$ cat src/rtl/regfile_pkg.sv
// Shared definitions for the register file and its command sequencer:
// operation codes, sequencer state encoding, default widths and the hardwired-zero index.
package regfile_pkg;

    localparam int DataWidth = 32;
    localparam int AddrWidth = 5;
    localparam int ZERO_REG  = 0;

    typedef enum logic [1:0] {
        OP_WRITE = 2'd0,
        OP_READ  = 2'd1,
        OP_COPY  = 2'd2,
        OP_SWAP  = 2'd3
    } op_e;

    typedef enum logic [1:0] {
        S_IDLE  = 2'd0,
        S_EXEC  = 2'd1,
        S_SWAP2 = 2'd2,
        S_RESP  = 2'd3
    } state_e;

endpackage

$ cat src/rtl/regfile_sequencer.sv
// Command-driven initiator owning all register-file accesses, so multi-step ops (COPY, SWAP)
// stay atomic; one command in flight, result returned over a valid/ready response port.
module regfile_sequencer #(
    parameter int DataWidth = regfile_pkg::DataWidth,
    parameter int AddrWidth = regfile_pkg::AddrWidth
) (
    input  logic                 Clk,
    input  logic                 ResetN,
    input  logic                 CmdValid,
    output logic                 CmdReady,
    input  logic [1:0]           CmdOp,
    input  logic [AddrWidth-1:0] CmdRs,
    input  logic [AddrWidth-1:0] CmdRt,
    input  logic [AddrWidth-1:0] CmdRd,
    input  logic [DataWidth-1:0] CmdImm,
    output logic                 RspValid,
    input  logic                 RspReady,
    output logic [DataWidth-1:0] RspData,
    output logic                 RspErr,
    output logic [AddrWidth-1:0] ReadRegister1,
    output logic [AddrWidth-1:0] ReadRegister2,
    input  logic [DataWidth-1:0] ReadData1,
    input  logic [DataWidth-1:0] ReadData2,
    output logic [AddrWidth-1:0] WriteRegister,
    output logic [DataWidth-1:0] WriteData,
    output logic                 RegWrite
);
    import regfile_pkg::*;

    state_e               state_q, state_d;
    op_e                  op_q, op_d;
    logic [AddrWidth-1:0] rs_q, rs_d;
    logic [AddrWidth-1:0] rt_q, rt_d;
    logic [AddrWidth-1:0] rd_q, rd_d;
    logic [DataWidth-1:0] imm_q, imm_d;
    logic [DataWidth-1:0] temp_q, temp_d;
    logic [DataWidth-1:0] rsp_data_q, rsp_data_d;
    logic                 rsp_err_q, rsp_err_d;

    logic                 wr_en;
    logic [AddrWidth-1:0] wr_addr;
    logic [DataWidth-1:0] wr_data;

    always_ff @(posedge Clk) begin
        if (!ResetN) begin
            state_q    <= S_IDLE;
            op_q       <= OP_WRITE;
            rs_q       <= '0;
            rt_q       <= '0;
            rd_q       <= '0;
            imm_q      <= '0;
            temp_q     <= '0;
            rsp_data_q <= '0;
            rsp_err_q  <= 1'b0;
        end else begin
            state_q    <= state_d;
            op_q       <= op_d;
            rs_q       <= rs_d;
            rt_q       <= rt_d;
            rd_q       <= rd_d;
            imm_q      <= imm_d;
            temp_q     <= temp_d;
            rsp_data_q <= rsp_data_d;
            rsp_err_q  <= rsp_err_d;
        end
    end

    always_comb begin
        state_d    = state_q;
        op_d       = op_q;
        rs_d       = rs_q;
        rt_d       = rt_q;
        rd_d       = rd_q;
        imm_d      = imm_q;
        temp_d     = temp_q;
        rsp_data_d = rsp_data_q;
        rsp_err_d  = rsp_err_q;
        CmdReady   = 1'b0;
        RspValid   = 1'b0;
        wr_en      = 1'b0;
        wr_addr    = '0;
        wr_data    = '0;

        unique case (state_q)
            S_IDLE: begin
                CmdReady = 1'b1;
                if (CmdValid) begin
                    op_d    = op_e'(CmdOp);
                    rs_d    = CmdRs;
                    rt_d    = CmdRt;
                    rd_d    = CmdRd;
                    imm_d   = CmdImm;
                    state_d = S_EXEC;
                end
            end
            S_EXEC: begin
                state_d = (op_q == OP_SWAP) ? S_SWAP2 : S_RESP;
                unique case (op_q)
                    OP_WRITE: begin
                        wr_en      = 1'b1;
                        wr_addr    = rd_q;
                        wr_data    = imm_q;
                        rsp_data_d = imm_q;
                        rsp_err_d  = (rd_q == AddrWidth'(ZERO_REG));
                    end
                    OP_READ: begin
                        rsp_data_d = ReadData1;
                        rsp_err_d  = 1'b0;
                    end
                    OP_COPY: begin
                        wr_en      = 1'b1;
                        wr_addr    = rd_q;
                        wr_data    = ReadData1;
                        rsp_data_d = ReadData1;
                        rsp_err_d  = (rd_q == AddrWidth'(ZERO_REG));
                    end
                    OP_SWAP: begin
                        // Rt is read in this same cycle, before Rs is overwritten at the edge.
                        wr_en      = 1'b1;
                        wr_addr    = rs_q;
                        wr_data    = ReadData2;
                        temp_d     = ReadData1;
                        rsp_data_d = ReadData1;
                        rsp_err_d  = (rs_q == AddrWidth'(ZERO_REG));
                    end
                    default: ;
                endcase
            end
            S_SWAP2: begin
                wr_en     = 1'b1;
                wr_addr   = rt_q;
                wr_data   = temp_q;
                rsp_err_d = rsp_err_q | (rt_q == AddrWidth'(ZERO_REG));
                state_d   = S_RESP;
            end
            S_RESP: begin
                RspValid = 1'b1;
                if (RspReady) begin
                    state_d = S_IDLE;
                end
            end
            default: state_d = S_IDLE;
        endcase
    end

    // Gated by ResetN so nothing commits on the edge that aborts an operation.
    assign RegWrite      = wr_en & ResetN & (wr_addr != AddrWidth'(ZERO_REG));
    assign WriteRegister = wr_addr;
    assign WriteData     = wr_data;
    assign ReadRegister1 = rs_q;
    assign ReadRegister2 = rt_q;
    assign RspData       = rsp_data_q;
    assign RspErr        = rsp_err_q;

endmodule

$ cat config.mk
export PLATFORM = sky130hd
export DESIGN_NAME = regfile_sequencer
export DESIGN_NICKNAME = d
export VERILOG_FILES = /design/src/rtl/regfile_pkg.sv /design/src/rtl/regfile_sequencer.sv
export SDC_FILE = /design/constraint.sdc
export NUM_CORES = 1
export LEC_CHECK = 0
export ABC_AREA = 1
export BUFFER_PORTS_ARGS = -buffer_cell sky130_fd_sc_hd__clkbuf_2
export CAP_MARGIN = 5
export CORE_MARGIN = 2
export CORE_UTILIZATION = 31
export DETAILED_ROUTE_END_ITERATION = 6
export GPL_ROUTABILITY_DRIVEN = 0
export GPL_TIMING_DRIVEN = 0
export PLACE_DENSITY_LB_ADDON = 0.05
export SYNTH_ARGS = -nofsm -noshare
export SYNTH_HDL_FRONTEND = slang
export SYNTH_SLANG_ARGS = --single-unit
$ cat constraint.sdc
create_clock -name Clk -period 1.6 [get_ports Clk]
set_clock_uncertainty 0.1 [all_clocks]
set_input_delay 0.16 -clock Clk [delete_from_list [all_inputs] [get_ports Clk]]
set_output_delay 0.16 -clock Clk [all_outputs]
set_load 0.05 [all_outputs]
==> summary.txt, run 1 <==
Floorplan
  – Core area: 17800 um2
  – Chip width: 138 um
  – Initial Util: 31.4%
  – # IOs: 200
  – Row cnt: 49
  – DIE AREA: 19100 um2
  – Die Height: 138 um

Timing
  – Period utilization: 137%
  – Final Critical Period: 2.19 ns
  – RSZ-0062 raised after global routing: true
  – Setup violators final: 38
  – Max frequency: 457 MHz
  – Headroom to the max-slew limit: 57.0%
  – Final WS setup: -0.588 ns
  – Fin. max-slew vios: 0
  – Tightest Pin Transition: 0.645 ns
  – Final Hold Vio Count: 0

Logic synthesis
  – Synth warnings: 0
  – Synthesized area: 5580 um2
  – Synth Instances: 825
  – Post-synth cell types: 23
  – Post-synth EDFFs: 0
  – Syn nets: 946
  – Count leader, synth: nand2_1
  – Commonest cells in the netlist: nand2_1 (188), nor2_1 (131), dfxtp_1 (116)
  – Top-area cell type share of the netlist area: 41.7%
  – Syn avg cell area: 6.76 um2
  – Synth Register Bits: 116
  – Top cells by area, synth: dfxtp_1 (42%), nand2_1 (13%), nor2_1 (8.8%)
  – Area leader, netlist: dfxtp_1
  – Sequential share of the synthesized area: 41.7%
  – Post-synthesis async set-or-reset flop share: 0%
  – Main synth FF type: dfxtp_1

Critical path
  – CP arrival: 1.93 ns
  – Critical Path Start Type: flip-flop
  – Critical Path Fanout Max: 7
  – Crit end category: primary output
  – Worst EP required: 1.34 ns
  – Critical setup path kind: reg -> out

Drt
  – DRT iter0 DRCs: 309
  – Via-to-Cell Ratio: 4.82
  – Wire per inst: 16.9 um
  – Drt drc: 0
  – Via count: 6691
  – ANT nets after route: 0
  – DRT Wirelength: 23400 um
  – First-pass DRT Iterations: 5

Global route
  – Met2 usage: 40.3%
  – Initial antenna violation count: 0
  – GRT met3 Usage: 4.78%
  – Vias in the first global route: 6757
  – Pin count of the biggest net entering global routing: 17
  – Met1 Use GR: 32.2%
  – GRT Total Usage: 24.2%
  – GR peak layer: met2
  – First-pass GRT wire length: 36600 um
  – Grt ovf: 0

Placement
  – HPWL after detailed placement: 16300 um
  – PortBufs: 198

CTS
  – Clock sink count: 116
  – CTS HTree Levels: 4
  – TritonCTS buffer count: 17
  – Max clock buf depth: 2
  – Clk slew on worst S/H paths: 0.05 ns
  – Root buf cell: clkbuf_16
  – CTS tree: yes
  – Worst-Skew Late Latency: 0.42 ns

Cells and area
  – Synth-to-Final Area Change: 80.5%
  – Nets: 1269
  – Final core utilization: 56.6%
  – Layout cell share with drive strength beyond 1: 35.0%
  – Ant. Diodes: 0
  – Fill count: 1741

Worst hold path
  – Worst Hold Class: in -> reg

Pwr
  – PD cells: 1740 nW/um2
  – VDD IR max: 1.16 mV
  – Leakage: 0.00455 uW
  – Total power: 17500 uW

Job
  – Max-cap violations: 0

Run status
  – Failing checks: setup timing
  – Status: finished with violations
## cell families (layout without fill, tap and decap cells)
| family | Yosys count | in the layout | synth area share, % |
|---|---|---|---|
| compound gates | 224 | 224 | 23.8 |
| simple gates | 334 | 334 | 23.1 |
| buf+inv | 147 | 482 | 10.5 |
| fa+ha+maj | 4 | 4 | 0.898 |
| flops | 116 | 116 | 41.7 |
## sequential cells by signal, indices dropped and copies added, names as in the netlist
register / flops
ReadRegister2: 5
rd_q: 5
RspErr: 1
op_q: 2
state_q: 2
RspData: 32
temp_q: 32
ReadRegister1: 5
imm_q: 32
## routing by layer
| layer | wire, um | up-vias |
|---|---|---|
| met5 | 0 | - |
| met4 | 384 | 0 |
| met1 | 10800 | 3124 |
| met3 | 860 | 30 |
| met2 | 11400 | 178 |
| li1 | - | 3359 |
## report_power, final
group	internal [uW]	total (uW)	leakage (uW)	switching (uW)
clock	2320	3700	0.000273	1380
combinational	3780	9620	0.00332	5840
sequential	3610	4140	0.000954	535
## stage by stage
stage / instances / cell area, um2 / setup slack, ns / hold WS (ns) / setup TNS [ns]
after floorplan: 825 / 6070 / -0.0569 / 0.227 / -1.68
after global placement: 1252 / 7340 / -0.556 / 0.314 / -37.14
after detailed placement: 1252 / 7340 / -0.535 / 0.319 / -37.18
after CTS: 1385 / 9770 / -0.604 / 0.0478 / -20.66
after global routing: 1389 / 10100 / -0.627 / 0.0828 / -22.80
final: 1389 / 10100 / -0.588 / 0.0500 / -19.64
## repair_timing
item	CTS	global route
hold buffers	81	0
resized for setup	205	97
cloned	6	1
endpoints found under the setup margin	119	138
buffers inserted	16	7
hold endpoints to repair	81	0
pin swaps	53	33
## worst max-delay path, stage by stage (launching register included)
cell and delay (ns):
dfxtp_4 0.38, inv_4 0.05, ha_4 0.31, clkinvlp_4 0.10, buf_12 0.15, clkbuf_16 0.17
a21oi_4 0.17, buf_8 0.17
## area by class of cell
class	instances	area, um2	share of cell area (%)
Clock inverter	8	75.1	0.746
Multi-Input combinational cell	562	3270	32.5
Sequential cell	116	2340	23.2
Buffer	58	649	6.45
Clock buffer	23	498	4.95
Tap cell	229	287	2.85
Timing Repair Buffer	307	2590	25.8
Inverter	86	349	3.47
## cell usage in the layout (no fill, tap or decap), types with 27 or more instances in the layout
| cell type | synthesis | layout |
|---|---|---|
| clkbuf_2 | 0 | 166 |
| nand2_1 | 188 | 150 |
| nor2_1 | 131 | 129 |
| dfxtp_1 | 116 | 112 |
| dlygate4sd3_1 | 0 | 81 |
| inv_1 | 83 | 74 |
| o21ai_0 | 50 | 50 |
| buf_8 | 0 | 46 |
| a21oi_1 | 75 | 43 |
| o211ai_1 | 33 | 33 |
| o21ai_1 | 33 | 33 |
| a21oi_4 | 0 | 32 |
| nand2_2 | 1 | 29 |
| o221ai_1 | 32 | 29 |
| clkbuf_16 | 0 | 27 |
## worst paths after layout
check | startpoint | endpoint | slack [ns] | cells past startpoint
setup / recovery | state_q[0] | WriteData[25] | -0.59 | 7
hold / removal | RspReady | state_q[1] | 0.05 | 3
setup reg to reg | state_q[1] | temp_q[14] | 0.02 | 8
hold reg to reg | imm_q[19] | imm_q[19] | 0.38 | 2
No activity file was read; power rests on OpenSTA's default activity.
==> run 2: changes to the inputs <==
==> constraint.sdc (replaced) <==
create_clock -name Clk -period 1.6 [get_ports Clk]
set_clock_uncertainty 0.1 [all_clocks]
set_input_delay 0.32 -clock Clk [delete_from_list [all_inputs] [get_ports Clk]]
set_output_delay 0.32 -clock Clk [all_outputs]
set_load 0.05 [all_outputs]
==> summary.txt, run 2 (synthesis gave the netlist of run 1 again) <==
Run status
  – Status: finished with violations (unchanged)
  – Failing checks: setup timing (unchanged)

Timing
  – Final Hold Vio Count: 0 (unchanged)
  – Tightest Pin Transition: 0.806 ns (was 0.645 ns)
  – Period utilization: 146% (was 137%)
  – Headroom to the max-slew limit: 46.3% (was 57.0%)
  – RSZ-0062 raised after global routing: true (unchanged)
  – Fin. max-slew vios: 0 (unchanged)
  – Max frequency: 427 MHz (was 457 MHz)
  – Final WS setup: -0.742 ns (was -0.588 ns)
  – Final Critical Period: 2.34 ns (was 2.19 ns)
  – Setup violators final: 79 (was 38)

Critical path
  – Critical Path Fanout Max: 8 (was 7)
  – Crit end category: primary output (unchanged)
  – Critical Path Start Type: flip-flop (unchanged)
  – Critical setup path kind: reg -> out (unchanged)
  – Worst EP required: 1.18 ns (was 1.34 ns)
  – CP arrival: 1.92 ns (was 1.93 ns)

Cells and area
  – Final std cells w/o fill: 1319 (was 1389)
  – Fill count: 1776 (was 1741)
  – Most common cell after layout, fill and taps aside: clkbuf_2 (unchanged)
  – Layout cell share with drive strength beyond 1: 40.1% (was 35.0%)
  – Nets: 1198 (was 1269)
  – Ant. Diodes: 0 (unchanged)
  – Synth-to-Final Area Change: 74.1% (was 80.5%)
  – Most frequent cells in the layout: clkbuf_2 (164), nand2_1 (156), nor2_1 (127), dfxtp_1 (111), inv_1 (75) (was clkbuf_2 (166), nand2_1 (150), nor2_1 (129), dfxtp_1 (112), dlygate4sd3_1 (81))
  – Design area: 9710 um2 (was 10100 um2)

Placement
  – HPWL after detailed placement: 16200 um (was 16300 um)
  – Placed cell area: 7440 um2 (was 7340 um2)
  – PortBufs: 198 (unchanged)
  – Inst Count DP: 1252 (unchanged)

Pwr
  – Leakage: 0.00432 uW (was 0.00455 uW)
  – PD cells: 1940 nW/um2 (was 1740 nW/um2)
  – Pint: 10700 uW (was 9710 uW)
  – VDD IR max: 1.15 mV (was 1.16 mV)
  – Part of the power in registers: 22.2% (was 23.7%)
  – Clock Power Share: 23.0% (was 21.2%)
  – Switch share: 43.1% (was 44.4%)
  – P_sw: 8100 uW (was 7750 uW)
  – Part of the power in combinational logic: 54.8% (was 55.1%)

Drt
  – Drt drc: 0 (unchanged)
  – Via-to-Cell Ratio: 4.88 (was 4.82)
  – Via count: 6443 (was 6691)
  – DRT Wirelength: 23300 um (was 23400 um)
  – Wire per inst: 17.7 um (was 16.9 um)
  – First-pass DRT Iterations: 5 (unchanged)
  – ANT nets after route: 0 (unchanged)
  – DRT iter0 DRCs: 320 (was 309)

CTS
  – Clock sink count: 116 (unchanged)
  – CTS HTree Levels: 4 (unchanged)
  – Max clock buf depth: 2 (unchanged)
  – CTS tree: yes (unchanged)
  – TritonCTS buffer count: 17 (unchanged)
  – CTS Hold Bufs: 0 (was 81)
  – Clk slew on worst S/H paths: 0.06 ns (was 0.05 ns)
  – Worst-Skew Late Latency: 0.42 ns (about the same)
  – Root buf cell: clkbuf_16 (unchanged)

Floorplan
  – DIE AREA: 19100 um2 (unchanged)
  – Row cnt: 49 (unchanged)
  – Initial Util: 31.4% (unchanged)
  – # IOs: 200 (unchanged)
  – Chip width: 138 um (unchanged)
  – Core area: 17800 um2 (unchanged)
  – Die Height: 138 um (unchanged)

Global route
  – GRT Total Usage: 23.8% (was 24.2%)
  – Initial antenna violation count: 0 (unchanged)
  – Vias in the first global route: 6391 (was 6757)
  – First-pass GRT wire length: 35400 um (was 36600 um)
  – Pin count of the biggest net entering global routing: 17 (unchanged)
  – Grt ovf: 0 (unchanged)

Worst hold path
  – Worst Hold Class: in -> reg (unchanged)

Job
  – Max-cap violations: 0 (unchanged)
run 2: layout make-up:
type                       count  area [um2]  area share (%)
inverter                      86         359            3.70
sequential                   116        2330            24.0
clock buffer                  20         467            4.81
clock inverter                12         201            2.08
multi-input combinational    562        3430            35.4
tap                          229         287            2.95
buffer                        60         692            7.13
timing repair buffer         234        1930            19.9
run 2: per-layer routing:
metal	up-vias	routed length, um	part of all wire, %	track usage [%]
met3	28	1180	5.1	4.12
met4	0	340	1.5	7.36
met1	2994	10700	46	32.2
li1	3224	-	-	-
met5	-	0	0	0
met2	197	11100	48	38.9
run 2: power by group through the flow:
stage | Sequential (uW) | Combinational (uW) | Clock (uW)
after floorplan | 5300 | 4300 | 0
after global placement | 4110 | 7420 | 0
after detailed placement | 4130 | 7400 | 0
after CTS | 4140 | 9860 | 4350
after global routing | 4260 | 10900 | 4490
final | 4170 | 10300 | 4310
run 2: timing repair:
| item | 4_1_cts | 5_1_grt |
|---|---|---|
| cloned | 10 | 1 |
| setup endpoints to repair | 120 | 144 |
| hold endpoints to repair | 0 | 0 |
| buffers inserted | 21 | 5 |
| gates resized for setup | 230 | 78 |
| pin swaps | 65 | 57 |
run 2: worst max-delay path, cell delays in order, from the launching register on:
cell,delay [ns]
dfxtp_2,0.31
buf_6,0.13
nor2_4,0.13
buf_12,0.16
clkbuf_16,0.17
nand2_2,0.07
o211ai_1,0.10
nand2_1,0.11
a21oi_4,0.14
buf_8,0.16
run 2: path summary, 6_finish.rpt:
| kind | from | end | slack (ns) | depth (start not counted) |
|---|---|---|---|---|
| setup / recovery | op_q[0] | WriteData[11] | -0.74 | 9 |
| hold / removal | CmdImm[24] | imm_q[24] | 0.04 | 3 |
| setup reg to reg | state_q[1] | RspData[25] | -0.13 | 10 |
| hold reg to reg | imm_q[4] | imm_q[4] | 0.38 | 2 |
run 2: through the flow:
stage | setup slack, ns | TNS (ns) | total power [uW] | hold WS [ns] | util [%]
after CTS | -0.755 | -30.54 | 18400 | 0.0352 | 53.1
after global placement | -0.739 | -43.06 | 11500 | 0.364 | 41.8
after detailed placement | -0.715 | -42.40 | 11500 | 0.371 | 41.8
after global routing | -0.820 | -35.31 | 19600 | 0.0538 | 54.6
after floorplan | -0.234 | -7.82 | 9600 | 0.349 | -
final | -0.742 | -28.57 | 18800 | 0.0445 | 54.6
